File: config.mk
export PLATFORM = sky130hd
export DESIGN_NAME = mem1port_arbiter
export DESIGN_NICKNAME = d
export VERILOG_FILES = /design/src/rtl/mem1port_arbiter.sv
export SDC_FILE = /design/constraint.sdc
export NUM_CORES = 1
export LEC_CHECK = 0
export CAP_MARGIN = 20
export CORE_AREA = 2 2 112 114
export DETAILED_ROUTE_END_ITERATION = 7
export DIE_AREA = 0 0 114 116
export DONT_BUFFER_PORTS = 1
export PLACE_DENSITY_LB_ADDON = 0.2
export SLEW_MARGIN = 20
export SYNTH_ARGS = -nofsm -noshare
export SYNTH_HDL_FRONTEND = slang
export SYNTH_SLANG_ARGS = --single-unit
File: constraint.sdc
create_clock -name clk -period 4.89 [get_ports clk]
set_clock_uncertainty 0.2 [all_clocks]
set_input_delay 1.2225 -clock clk [delete_from_list [all_inputs] [get_ports clk]]
set_output_delay 1.2225 -clock clk [all_outputs]
set_load 0.02 [all_outputs]
File: src/rtl/mem1port_arbiter.sv
`default_nettype none
// ============================================================================
//  Module      : mem1port_arbiter
//  Description : Two-port (instruction / data) arbiter in front of a single-
//                port synchronous memory with a fixed 1-cycle read latency.
//                Grant is combinational. Read responses are routed back by a
//                one-deep tag pipeline. A saturating counter records the
//                number of cycles in which both ports request.
//  Revision    : 1.0 - initial release
// ============================================================================
module mem1port_arbiter #(
    parameter int FIXED_PRIO = 0,
    parameter int CNTW       = 16
) (
    input  logic            clk,
    input  logic            reset,

    input  logic            i_req,
    input  logic [31:2]     i_addr,
    output logic            i_ack,
    output logic            i_rresp,
    output logic [31:0]     i_rdata,

    input  logic            d_req,
    input  logic            d_we,
    input  logic [31:2]     d_addr,
    input  logic [31:0]     d_wdata,
    input  logic [3:0]      d_wstrb,
    output logic            d_ack,
    output logic            d_rresp,
    output logic [31:0]     d_rdata,

    output logic            mem_ready,
    output logic            mem_we,
    output logic [31:2]     mem_addr,
    output logic [31:0]     mem_wdata,
    output logic [3:0]      mem_wstrb,
    input  logic            mem_rresp,
    input  logic [31:0]     mem_rdata,

    input  logic            cnt_clr,
    output logic [CNTW-1:0] conflict_cnt
);

    // Port identifiers used for the last-grant register and the response tag.
    localparam logic c_port_i = 1'b0;
    localparam logic c_port_d = 1'b1;

    logic            r_last_grant;  // port granted most recently
    logic            r_pending;     // a read was issued last cycle
    logic            r_tag;         // owner of that read
    logic [CNTW-1:0] r_cnt;

    logic            w_gnt_i;
    logic            w_gnt_d;
    logic            w_conflict;
    logic            w_read_issued;

    assign w_conflict = i_req & d_req;

    // Grant selection: D either always wins a conflict, or wins only when I
    // was the most recently served port. A lone requester always wins.
    generate
        if (FIXED_PRIO != 0) begin : g_fixed_prio
            assign w_gnt_d = d_req;
        end else begin : g_round_robin
            assign w_gnt_d = d_req & (~i_req | (r_last_grant == c_port_i));
        end
    endgenerate

    assign w_gnt_i = i_req & ~w_gnt_d;

    assign i_ack     = w_gnt_i;
    assign d_ack     = w_gnt_d;
    assign mem_ready = i_req | d_req;

    // A read goes out on any I grant, or on a D grant that is not a write.
    assign w_read_issued = w_gnt_i | (w_gnt_d & ~d_we);

    // Memory request mux; D-side write fields are only forwarded on a D
    // grant so they are don't-care whenever d_req is low.
    always_comb begin
        mem_we    = 1'b0;
        mem_addr  = '0;
        mem_wdata = '0;
        mem_wstrb = 4'b0000;
        if (w_gnt_i) begin
            mem_addr = i_addr;
        end else if (w_gnt_d) begin
            mem_we    = d_we;
            mem_addr  = d_addr;
            mem_wdata = d_wdata;
            mem_wstrb = d_wstrb;
        end
    end

    // Remember who was served last; only meaningful for round-robin. Reset
    // value of D makes I win the first conflict.
    always_ff @(posedge clk or posedge reset) begin
        if (reset) begin
            r_last_grant <= c_port_d;
        end else if (w_gnt_i) begin
            r_last_grant <= c_port_i;
        end else if (w_gnt_d) begin
            r_last_grant <= c_port_d;
        end
    end

    // One-deep response pipeline: the memory answers exactly one cycle after
    // a read, so a single pending/tag pair per cycle sustains back-to-back
    // reads. Reset drops any read in flight.
    always_ff @(posedge clk or posedge reset) begin
        if (reset) begin
            r_pending <= 1'b0;
            r_tag     <= c_port_i;
        end else begin
            r_pending <= w_read_issued;
            if (w_read_issued) begin
                r_tag <= w_gnt_d;
            end
        end
    end

    // Route the returning read data to its owner.
    assign i_rresp = mem_rresp & r_pending & (r_tag == c_port_i);
    assign d_rresp = mem_rresp & r_pending & (r_tag == c_port_d);
    assign i_rdata = mem_rdata;
    assign d_rdata = mem_rdata;

    // Saturating conflict counter; clear has priority over increment.
    always_ff @(posedge clk or posedge reset) begin
        if (reset) begin
            r_cnt <= '0;
        end else if (cnt_clr) begin
            r_cnt <= '0;
        end else if (w_conflict && (r_cnt != {CNTW{1'b1}})) begin
            r_cnt <= r_cnt + CNTW'(1);
        end
    end

    assign conflict_cnt = r_cnt;

endmodule
`default_nettype wire

==> summary.md <==
| Metric | Value |
|---|---|
| Status | `complete, no violations` |
| Logic pwr share | `0.308` |
| Vias per cell | `4.73` |
| Post-DRT Antenna Nets | `0` |
| Library cells used by synthesis | `35` |
| Maximum VDD drop | `about 0.000077 V` |
| GRT overflow | `0` |
| PwrDens | `about 250 nW/µm²` |
| R2r worst-path depth | `6` |
| Rel. slew slack | `0.471` |
| Critical R2R Capture | `conflict_cnt[1]` |
| Initial Utilization | `0.184` |
| P_sw | `189 µW` |
| First-pass GRT wire length | `12.6 mm` |
| Die W | `approximately 110 µm` |
| Crit. path cell count | `3` |
| Core area | `approximately 12000 µm²` |
| Crit path cell chain | `a21boi_4 -> buf_12 -> o21ai_0` |
| Data arrival time of the worst path | `~2300 ps` |
| Max-slew violation count | `0` |
| Crit path kind | `input pin to primary output` |
| Wirelength, routed | `9.52 mm` |
| Htree depth | `1` |
| Sw frac | `0.384` |
| IO Pins | `287` |
| Die Ht | `around 120 µm` |
| Achievable Freq | `approximately 270 MHz` |
| DRC viols | `0` |
| Layout cell share with drive strength beyond 1 | `0.0669` |
| Startpoint Class | `input pin` |
| Overall routing resource usage | `0.133` |
| Postcts setup bufs | `0` |
| Worst-path fanout max | `98` |
| Final Hold Fails | `0` |
| Min cycle time layout | `between 3000 and 4000 ps` |
| Max-cap violations | `0` |
| Sink Count | `19` |
| Sequential-to-total area share from yosys stat | `0.217` |
| TritonCTS Buffers | `3` |
| Synthesized area | `about 2200 µm²` |
| Leakage | `around 0.75 nW` |
| Primary FF master, synth | `dfrtp_1` |
| Worst setup path endpoint | `mem_addr[10]` |
| CTS tree | `yes` |
| DP Worst Slack | `approximately 1200 ps` |
| CP delay by family, top | `compound AO/OA/AOI/OAI gates` |
| DP HPWL | `between 7 and 8 mm` |
| Reg2Reg Setup Slack | `about 2400 ps` |
| I/O Buffers | `0` |
| Die Area | `around 13000 µm²` |
| Worst r2r src | `conflict_cnt[0]` |
| Final Cell Area | `a little under 2000 µm²` |
| Post-Syn Instances | `between 300 and 400` |
| PostCTS Resize Cnt | `0` |
| Final TNS setup | `0 ps` |
| Vias in the first global route | `~1.7k` |
| Seq cells post-synth | `19` |
| Wire per inst | `roughly 24 µm` |
| RD Place Congestion | `roughly 0.84` |
| CP max-delay cell | `o21ai_0` |
| Largest net degree at the start of global routing | `between 90 and 100` |
| Final Cycle Share | `0.752` |
| Final Setup Violations | `0` |
| EDFF count, synth | `0` |
| Post-synth net total | `450` |
| Via count | `1845` |
| Standard-cell row count | `40` |
| Async set-or-reset flop fraction in the synthesized netlist | `1.00` |
| Clk_lat worst skew | `about 260 ps` |
| Cts hold-fix bufs | `0` |
| Area Growth Syn to Fin | `-11.4%` |
| Pint | `a little over 300 µW` |
| RSZ-0062 raised after global routing | `false` |
| Final WS setup | `~1200 ps` |
| Total iterations of the first detailed-routing run | `6` |
| Worst slew pin tran | `about 790 ps` |
| DRT iter0 DRCs | `around 170` |
| Hold Path Class | `flop to flop` |
| Syn_area_per_cell | `6.99 µm²` |
| Max Root-Sink Buffers | `2` |
| Initial antenna violation count | `6` |
| Slowest stage delay, CP | `670 ps` |
| NumNets Final | `around 380` |
| Required time of the worst setup path | `3470 ps` |
| DP Area | `around 1900 µm²` |
| Synth warn | `0` |
| Clock power share | `0.353` |
| Clock-pin slew on the worst setup and hold paths | `around 60 ps` |
| Crit. Startpoint | `d_req` |
| Sequential fraction of design power | `0.339` |
| Crit end category | `primary output` |
| Hold Startpoint | `r_tag` |
| CTS Root Cell | `clkbuf_16` |
| Number of buffer and inverter stages on the critical path | `1` |
-- power by group through the flow --
stage	combinational [mW]	sequential, mW	clock [mW]
final	0.152	0.167	0.174
after global routing	0.163	0.168	0.190
after CTS	0.154	0.167	0.179
after detailed placement	0.154	0.170	0
after global placement	0.153	0.170	0
after floorplan	0.209	0.169	0
-- per-stage QoR --
stage	util	hold slack [ps]	total power, mW	cells
after detailed placement	0.156	315	0.324	382
after floorplan	-	277	0.378	314
after CTS	0.162	332	0.501	386
final	0.163	322	0.493	390
after global placement	0.156	300	0.323	382
after global routing	0.163	353	0.521	387
-- cell usage in the layout, fill, tap and decap left out, types with 3 or more instances in the layout --
cell and n:
and4_1 3, nand2_1 65, o31ai_1 5, nor2_1 8, and2_1 39, or4_1 4
dfrtp_1 18, inv_1 4, nand3_1 6, a21oi_1 12, or3_1 6, and3_1 3
o21ai_1 16, clkbuf_16 3, o21ai_0 21, nand4_1 4, diode_2 4
-- how the worst min path moves through the flow --
stage	cells past startpoint	end	slack (ps)
floorplan	2	r_tag	280
global placement	2	r_tag	300
detailed placement	2	r_tag	320
CTS	2	r_tag	330
global route	2	r_last_grant	350
finish	2	r_tag	320
-- registers in the layout, indices dropped and copies added, names as in the netlist --
signal,flops
conflict_cnt,16
r_last_grant,1
r_pending,1
r_tag,1
-- per-layer routing --
metal	track usage	wire, µm
met1	0.154	3660
met2	0.201	4240
met3	0.101	1550
met4	0.0195	37
met5	0	27
-- cells in the mapped netlist, drive strengths merged, types with 4 or more instances --
master   n  share of area
nand4    6          0.023
dfrtp   18           0.21
nor2     8          0.014
nand3    6          0.014
clkbuf  12          0.021
a21oi   12          0.027
o21ai   37          0.084
o31ai    5          0.017
and2    39           0.11
or3      7          0.021
nand2   65           0.11
or4      5          0.019
inv      4         0.0068
buf     70           0.24
-- tightest hold or removal path: stages (launching register included) --
cell and delay (ps):
dfrtp_1 360, a21oi_1 50, nor2_1 70
-- cell type report --
| cell class | count | area [µm²] |
|---|---|---|
| antenna | 4 | 10.0 |
| clock buffer | 3 | 75.1 |
| clock inverter | 1 | 5.00 |
| fill | 1381 | 9970 |
| inverter | 4 | 15.0 |
| multi-input combinational | 209 | 1140 |
| sequential | 19 | 477 |
| tap | 147 | 184 |
| timing repair buffer | 3 | 35.0 |
-- cell families (layout without fill, tap and decap cells) --
logic type                 count (synthesis)  after routing  synth area share
AOI/OAI and AO/OA                         58             58             0.149
xor gates and xnor gates                   2              2           0.00798
adders and majority gates                  1              1           0.00570
buffers and inverters                     86             11             0.267
DFF                                       19             19             0.217
muxes                                      2              2           0.00969
other                                      0              4                 0
and+or+nand+nor                          146            146             0.343
No activity file was read; power rests on OpenSTA's default activity.
